--- src/rtl/vend_pkg.sv ---
// Shared types for the vending transaction controller: state encoding,
// coin codes and the coin-code to credit-unit conversion.
package vend_pkg;

    typedef enum logic [1:0] {
        S_IDLE    = 2'd0,
        S_COLLECT = 2'd1,
        S_VEND    = 2'd2,
        S_REFUND  = 2'd3
    } state_t;

    localparam logic [1:0] COIN_ZERO = 2'b00;
    localparam logic [1:0] COIN_ONE  = 2'b01;
    localparam logic [1:0] COIN_TWO  = 2'b10;
    localparam logic [1:0] COIN_BAD  = 2'b11;

    // Invalid codes are worth nothing but are still consumed.
    function automatic logic [1:0] coin_value(input logic [1:0] code);
        case (code)
            COIN_ONE: return 2'd1;
            COIN_TWO: return 2'd2;
            default:  return 2'd0;
        endcase
    endfunction

endpackage

--- src/rtl/vend_rr_arb.sv ---
// Two-requester round-robin arbiter; the pointer names the preferred
// requester and flips only when both requested in the same cycle.
module vend_rr_arb (
    input  logic       clk,
    input  logic       rst,
    input  logic [1:0] req,
    output logic [1:0] grant
);

    logic ptr;

    // NOTE: every variable gets a default first so no latch is inferred.
    always_comb begin
        grant = 2'b00;
        case (req)
            2'b01:   grant = 2'b01;
            2'b10:   grant = 2'b10;
            2'b11:   grant = ptr ? 2'b10 : 2'b01;
            default: grant = 2'b00;
        endcase
    end

    // NOTE: sequential state uses non-blocking assignments only.
    always_ff @(posedge clk or negedge rst) begin
        if (!rst)
            ptr <= 1'b0;
        else if (&req)
            ptr <= ~ptr;
    end

endmodule

--- src/rtl/vend_sequencer.sv ---
// Purchase controller: coin arbitration into a shared credit register,
// per-product stock, dispense sequencing and unit-by-unit change return.
module vend_sequencer
    import vend_pkg::*;
#(
    parameter int NPROD      = 4,
    parameter int PRICE      = 3,
    parameter int MAX_CREDIT = 7,
    parameter int STOCK_INIT = 8,
    parameter int CREDIT_W   = 4,
    parameter int STOCK_W    = 4,
    parameter int SEL_W      = $clog2(NPROD)
) (
    input  logic                clk,
    input  logic                rst,
    input  logic                coin_a_valid,
    input  logic [1:0]          coin_a,
    output logic                coin_a_ready,
    input  logic                coin_b_valid,
    input  logic [1:0]          coin_b,
    output logic                coin_b_ready,
    input  logic                sel_valid,
    input  logic [SEL_W-1:0]    sel,
    input  logic                cancel,
    input  logic                restock,
    output logic                dispense,
    output logic [SEL_W-1:0]    dispense_id,
    output logic                change_pulse,
    output logic                sel_err,
    output logic [CREDIT_W-1:0] credit,
    output logic [NPROD-1:0]    sold_out,
    output logic                busy
);

    state_t              state;
    logic [STOCK_W-1:0]  stock [NPROD];

    logic                coin_en;
    logic [1:0]          val_a, val_b, coin_val;
    logic [CREDIT_W:0]   sum_a, sum_b;
    logic [1:0]          req, grant;
    logic [CREDIT_W-1:0] credit_add;
    logic                sel_ok;

    // Coins are only taken when no control request competes for the cycle.
    assign coin_en = (state == S_IDLE || state == S_COLLECT) && !cancel && !sel_valid;

    assign val_a = coin_value(coin_a);
    assign val_b = coin_value(coin_b);
    assign sum_a = {1'b0, credit} + (CREDIT_W + 1)'(val_a);
    assign sum_b = {1'b0, credit} + (CREDIT_W + 1)'(val_b);

    // A coin that would overflow the ceiling is held, never dropped.
    assign req[0] = coin_en && coin_a_valid && (sum_a <= (CREDIT_W + 1)'(MAX_CREDIT));
    assign req[1] = coin_en && coin_b_valid && (sum_b <= (CREDIT_W + 1)'(MAX_CREDIT));

    vend_rr_arb u_arb (
        .clk   (clk),
        .rst   (rst),
        .req   (req),
        .grant (grant)
    );

    assign coin_a_ready = grant[0];
    assign coin_b_ready = grant[1];
    assign coin_val     = grant[0] ? val_a : (grant[1] ? val_b : 2'd0);
    assign credit_add   = credit + CREDIT_W'(coin_val);

    assign sel_ok = (credit >= CREDIT_W'(PRICE)) && (stock[sel] != '0);
    assign busy   = (state == S_VEND) || (state == S_REFUND);

    always_comb begin
        sold_out = '0;
        for (int i = 0; i < NPROD; i++)
            sold_out[i] = (stock[i] == '0);
    end

    // NOTE: the stock array is architectural state, so it is reset like any
    // other register rather than left to power-up contents.
    always_ff @(posedge clk or negedge rst) begin
        if (!rst) begin
            state        <= S_IDLE;
            credit       <= '0;
            dispense     <= 1'b0;
            dispense_id  <= '0;
            change_pulse <= 1'b0;
            sel_err      <= 1'b0;
            for (int i = 0; i < NPROD; i++)
                stock[i] <= STOCK_W'(STOCK_INIT);
        end else begin
            dispense     <= 1'b0;
            change_pulse <= 1'b0;
            sel_err      <= 1'b0;
            case (state)
                S_IDLE: begin
                    if (sel_valid)
                        sel_err <= 1'b1;
                    if (restock)
                        for (int i = 0; i < NPROD; i++)
                            stock[i] <= STOCK_W'(STOCK_INIT);
                    if (|grant) begin
                        credit <= credit_add;
                        if (coin_val != 2'd0)
                            state <= S_COLLECT;
                    end
                end
                S_COLLECT: begin
                    if (cancel) begin
                        state        <= S_REFUND;
                        change_pulse <= 1'b1;
                    end else if (sel_valid) begin
                        if (sel_ok) begin
                            credit      <= credit - CREDIT_W'(PRICE);
                            stock[sel]  <= stock[sel] - STOCK_W'(1);
                            dispense_id <= sel;
                            dispense    <= 1'b1;
                            state       <= S_VEND;
                        end else begin
                            sel_err <= 1'b1;
                        end
                    end else if (|grant) begin
                        credit <= credit_add;
                    end
                end
                S_VEND: begin
                    if (credit != '0) begin
                        state        <= S_REFUND;
                        change_pulse <= 1'b1;
                    end else begin
                        state <= S_IDLE;
                    end
                end
                S_REFUND: begin
                    // The pulse stays high for every cycle spent in REFUND.
                    if (credit <= CREDIT_W'(1)) begin
                        credit <= '0;
                        state  <= S_IDLE;
                    end else begin
                        credit       <= credit - CREDIT_W'(1);
                        change_pulse <= 1'b1;
                    end
                end
                default: state <= S_IDLE;
            endcase
        end
    end

endmodule

--- config.mk ---
export PLATFORM = sky130hd
export DESIGN_NAME = vend_sequencer
export DESIGN_NICKNAME = d
export VERILOG_FILES = /design/src/rtl/vend_pkg.sv /design/src/rtl/vend_rr_arb.sv /design/src/rtl/vend_sequencer.sv
export SDC_FILE = /design/constraint.sdc
export NUM_CORES = 1
export LEC_CHECK = 0
export CAP_MARGIN = 20
export CORE_ASPECT_RATIO = 0.75
export CORE_MARGIN = 2
export CORE_UTILIZATION = 34
export DETAILED_ROUTE_END_ITERATION = 8
export GPL_TIMING_DRIVEN = 0
export PLACE_DENSITY_LB_ADDON = 0.25
export SLEW_MARGIN = 30
export SYNTH_ARGS = -nofsm -noshare
export SYNTH_HDL_FRONTEND = slang
export SYNTH_SLANG_ARGS = --single-unit
export TNS_END_PERCENT = 10
--- constraint.sdc ---
create_clock -name clk -period 2.7 [get_ports clk]
set_clock_uncertainty 0.15 [all_clocks]
set_input_delay 0.54 -clock clk [delete_from_list [all_inputs] [get_ports clk]]
set_output_delay 0.54 -clock clk [all_outputs]
set_load 0.01 [all_outputs]
# Word level (Yosys, flattened, before mapping)
# Index checks and enable logic that the tools add are counted.
[classes]
bitwise = 3
mux = 44
n_eq_ne = 20
n_reduce_logical = 28
n_lt_le_gt_ge = 6
n_addsub = 6
[op_table]
columns = ["op", "n"]
rows = [
  ["$mux 16", 4],
  ["$mux 4", 8],
  ["$pmux 16 s2", 1],
  ["$mux 2", 10],
  ["$bwmux 16", 1],
  ["$logic_not 4->1", 4],
  ["$eq 2x2->1 const B", 6],
  ["$pmux 4 s3", 1],
  ["$mux 1", 11],
  ["$add 4x2->5", 2],
  ["$le 5x3->1 const B", 2],
  ["$reduce_and 5->1", 2],
  ["$ne 3x3->1 const B", 3],
  ["$bmux 4 s2", 1],
  ["$demux 4 s2", 1],
  ["$eq 2x1->1 const B", 4],
  ["$logic_and 1x1->1", 8],
  ["$ne 2x2->1 const B", 4],
  ["$pmux 2 s2", 2],
  ["$pmux 2 s4", 1],
  ["$reduce_bool 4->1", 2],
  ["$sub 4x1->4 const B", 2],
  ["$ne 2x1->1 const B", 3],
  ["$pmux 2 s3", 1],
  ["other kinds (19)", 23],
]
[word_totals]
out_inout_bits = 16
register_bits = 28

# Longest topological paths before layout
# Gate-level depths: netlist of run 1.
[logic_depth]
word_depth = 15
depth_mapped = 14

# Modules after synthesis
# Synthesis of run 1 repeated with hierarchy kept, for this count alone.
[hier_totals]
hier_cells = 218
area_unflattened_um2 = 2178.3
[by_module_without_submodules]
columns = ["module", "cells_each", "area_per_inst_um2", "n_inst"]
rows = [
  ["vend_sequencer", 212, 2122.0, 1],
  ["vend_rr_arb", 6, 56.3, 1],
]

# Worst setup path after synthesis of run 1
# OpenSTA, ideal clock, no wires.
[synth_path]
path_type = "input -> register"
start = "input port coin_b[0]"
end = "register credit[3]"
path_slack_ps = -453
path_buffers = 0
arrival_ps = 2912
setup_time_ps = 90
stages = 14
cell_sequence = "nor2b_1 > ha_1 > fa_1 > nand3b_1 > o211ai_1 > and2_1 > a21oi_1 > a22oi_1 > nor2_1 > ha_1 > a21oi_1 > nor4b_1 > a21oi_1 > o221ai_1"
[synth_between]
elab_chain_len = 14
word_cells_on_any_way = 18
[synth_lines]
columns = ["element", "line", "text"]
rows = [
  ["start, declared", "vend_sequencer.sv:20", "input logic [1:0] coin_b,"],
  ["$eq 2x2->1 or $eq 2x1->1 (tied branches)", "vend_pkg.sv:19", "case (code)"],
  ["$pmux 2 s2 *", "vend_pkg.sv:19", ""],
  ["$add 4x2->5", "vend_sequencer.sv:51", "assign sum_b = {1'b0, credit} + (CREDIT_W + 1)'(val_b);"],
  ["$le 5x3->1", "vend_sequencer.sv:55", "assign req[1] = coin_en && coin_b_valid && (sum_b <= (CREDIT_W + 1)'(MAX_CREDIT));"],
  ["$logic_and 1x1->1", "vend_sequencer.sv:55", ""],
  ["$eq 2x2->1 or $eq 2x1->1 (tied branches)", "vend_rr_arb.sv:15", "case (req)"],
  ["$pmux 2 s3", "vend_rr_arb.sv:15", ""],
  ["$mux 2 (2 in series)", "vend_sequencer.sv:66", "assign coin_val = grant[0] ? val_a : (grant[1] ? val_b : 2'd0);"],
  ["$add 4x2->4", "vend_sequencer.sv:67", "assign credit_add = credit + CREDIT_W'(coin_val);"],
  ["$mux 4 *", "vend_sequencer.sv:101, vend_sequencer.sv:121", ""],
  ["$mux 4", "vend_sequencer.sv:111", "end else if (sel_valid) begin"],
  ["$mux 4", "vend_sequencer.sv:108", "if (cancel) begin"],
  ["$pmux 4 s3 *", "vend_sequencer.sv:94", "case (state)"],
  ["end signal, assigned", "vend_sequencer.sv:102", "credit <= credit_add;"],
  ["end signal, assigned", "vend_sequencer.sv:113", "credit <= credit - CREDIT_W'(PRICE);"],
  ["end signal, assigned", "vend_sequencer.sv:122", "credit <= credit_add;"],
  ["end, declared", "vend_sequencer.sv:30", "output logic [CREDIT_W-1:0] credit,"],
]
# Every way passes the cells marked *; elsewhere a longest branch is shown, timed or not. The select of a mux whose other input is x is not followed.
# A chain may end at the register's enable or synchronous reset.

# Worst setup path after layout of run 1
# Same ends and word-level chain as after synthesis.

==> flow_summary.ini, run 1 <==
[finish]
drive_gt1_frac = 0.299
layout.nets = 284
area_growth_pct = 31.2
final_core_util = 0.466
n_antenna_cell = 0
instances_no_fill = 332
multi_input_comb_area_um2 = 1380
regArea_um2 = 708
n_fill_cell = 592

[route]
drt_iter0_markers = 93
wl_per_cell_um = 15.3
firstDrtPassIters = 4
drtAntennaViolNets = 0
top_layer_used = met4
drc = 0
wl_met1_mm = 2.66
totalWireLength_mm = 5.10
routed_via_density = 5.29
met2_length_mm = 2.17
vias = 1756
dr_wl_met3_um = 254

[floorplanning]
die_h_um = 71.9
die_area_um2 = 6800
core_um2 = 5890
fp-row-count = 24
dieWidth_um = 94.6
initial_core_util = 0.355
pin_count = 29

[synthesis]
syn_area_um2 = 2090
synth_warnings = 0
ys_types = 59
synth_top_area_share = 0.287
synthFlopType = dfrtp_1
ys_ff_latch = 28
yosys-top-cells-area = dfrtp_1 (29%), ha_1 (7.2%), dfstp_2 (5.0%)
synth-edff-count = 0
synth-seq-area-share = 0.337
synthCells = 207
synth_nets = 235
yosysTopAreaCell = dfrtp_1
synth_async_sr_flop_share = 1.00
syn_avg_cell_area_um2 = 10.1

[place]
gp_congestion = 0.806
hpwl_mm = 3.64
portBuffers = 27
dp_cells = 312

[sta]
worstMarginPinSlew_ns = 0.634
post-route-period-util = 1.14
postLayoutSetupSlackWorst_ns = -0.386
setup_violations = 6
min_period_ns = 3.09
rsz0062_at_grt = yes
slew_headroom = 0.577
hold_viol = 0
fmax_mhz = 324
drv_slew = 0
whs_ns = 0.124

[clocking]
htreeDepth = 1
cts_buffers = 3
path_clk_slew_ns = 0.09
clockBufferDepth = 2
worstSkewPairLatency_ns = 0.27
cts.sinks = 28
cts_root_buf = clkbuf_8
cts_tree = built

[setup_path]
worstPathArrival_ns = 3.12
crit_type = input port to register
critPathMaxFanout = 3
start_kind = input port
endpoint_kind = register
worstPathRequired_ns = 2.74

[global_routing]
antenna_found_initial = 0
grt_util_all_layers = 0.163
gr-total-overflow = 0
grt_pass1_wl_mm = 8.68
grt_pass1_vias = 1689
grt_max_degree = 29

[hold_path]
hold_class = input port to asynchronous set/reset pin

[run_status]
violations = setup timing
status = finished, violations left

[power]
leakagePower_nw = 1.21
powerDensity_nw_per_um2 = 900
ir_drop_v = 0.000348

[job]
drv_cap = 0
flip-flops by register name, indices dropped and copies added (netlist names):
signal and cells:
sel_err 1, credit 4, u_arb.ptr 1, change_pulse 1
state 2, stock 16, dispense 1, dispense_id 2
Yosys cell counts (all sizes together), types with 4 or more instances:
cell type  instances
nor2              11
o21ai              8
a21oi             14
clkbuf             5
buf                4
ha                12
mux4               4
nor2b              9
dfstp              4
a22o               6
nor4               4
nand3              4
nand2             27
a22oi              6
inv               10
mux2i              4
dfrtp             24
where the power goes:
| part | leakage, nW | switching, W | internal, W | total, W |
|---|---|---|---|---|
| logic | 0.830 | 0.000807 | 0.000724 | 0.00153 |
| registers | 0.354 | 0.000134 | 0.000578 | 0.000713 |
| clock network | 0.0216 | 0.000124 | 0.000100 | 0.000224 |
through the flow:
| stage | worst slack [ns] | total power (W) | instance area, um2 | setup TNS, ns |
|---|---|---|---|---|
| final | -0.386 | 0.00247 | 2740 | -1.43 |
| after global routing | -0.581 | 0.00267 | 2740 | -2.22 |
| after CTS | -0.345 | 0.00246 | 2740 | -1.22 |
| after detailed placement | -1.11 | 0.00207 | 2500 | -12.30 |
| after global placement | -1.07 | 0.00207 | 2500 | -11.85 |
| after floorplan | -0.389 | 0.00164 | 2140 | -0.944 |
what timing repair did:
action	4_1_cts	5_1_grt
buffers inserted	17	0
endpoints found under the hold margin	0	0
pin swaps	22	1
gates resized for setup	46	3
cloned	0	0
setup endpoints to repair	23	22
hold buffers	0	0
cells by family (layout without fill, tap and decap cells):
group	count (synthesis)	count (layout)	synth area share
fa+ha+maj	16	16	0.105
compound gates	56	56	0.218
mux	8	8	0.0640
flops	28	28	0.337
buf+inv	20	67	0.0628
xor+xnor	5	5	0.0209
simple gates	74	74	0.191
routing by layer:
metal | GRT usage | up-vias
met2 | 0.231 | 36
met5 | 0 | -
met4 | 0.0145 | 0
met3 | 0.0332 | 2
met1 | 0.263 | 867
li1 | - | 851
final cells by class:
cell class / count / share of cell area
Sequential cell: 28 / 0.258
Tap cell: 78 / 0.0356
Buffer: 10 / 0.0360
Clock buffer: 3 / 0.0150
Multi-Input combinational cell: 159 / 0.502
Timing Repair Buffer: 44 / 0.140
Inverter: 10 / 0.0137
cell usage in the layout, fill, tap and decap left out, types with 3 or more instances in the layout:
master           synthesis  final
nand2_1                 27     27
ha_1                    12      9
clkbuf_1                 4      4
nor2b_4                  0      4
mux4_2                   3      3
a21oi_2                  1      4
clkdlybuf4s50_1          0     18
buf_4                    0     15
buf_2                    2      7
nor4_1                   4      4
buf_6                    2      4
nor2_1                  10     10
dfrtp_1                 24     22
mux2i_1                  4      4
xnor2_1                  3      3
nand3_1                  3      3
a22oi_1                  5      3
dfstp_2                  4      4
clkbuf_8                 1      3
nor2b_1                  9      5
a21oi_4                  3      3
o21ai_0                  8      8
a22o_1                   6      6
o221ai_1                 3      3
inv_1                    9      9
a21oi_1                 10      7
final timing paths:
kind | start | end | slack (ns) | cells past startpoint
max | coin_b[0] | credit[3] | -0.39 | 17
min reg2reg | stock[3] | stock[3] | 0.33 | 2
max reg2reg | credit[0] | credit[3] | -0.37 | 15
min | rst | u_arb.ptr | 0.12 | 1
max in group asynchronous | rst | credit[0] | 1.83 | 1
min in group clk | stock[3] | stock[3] | 0.33 | 2
worst max-delay path, stage by stage:
cell      delay (ns)
buf_6           0.10
nor2b_4         0.13
ha_4            0.16
fa_2            0.31
nand3b_1        0.16
o211ai_1        0.22
and2_4          0.19
o21a_1          0.15
buf_6           0.12
a22oi_2         0.06
nor2_1          0.10
ha_2            0.20
buf_4           0.11
a21oi_2         0.06
nor4b_2         0.23
a21oi_1         0.11
o221ai_1        0.18
(Power assumes the default switching activity.)
==> inputs of run 2 (changes only) <==
- GPL_ROUTABILITY_DRIVEN: default -> 0
==> results of run 2 <==
Final layout, timing and power as in run 1 (identical DEF).
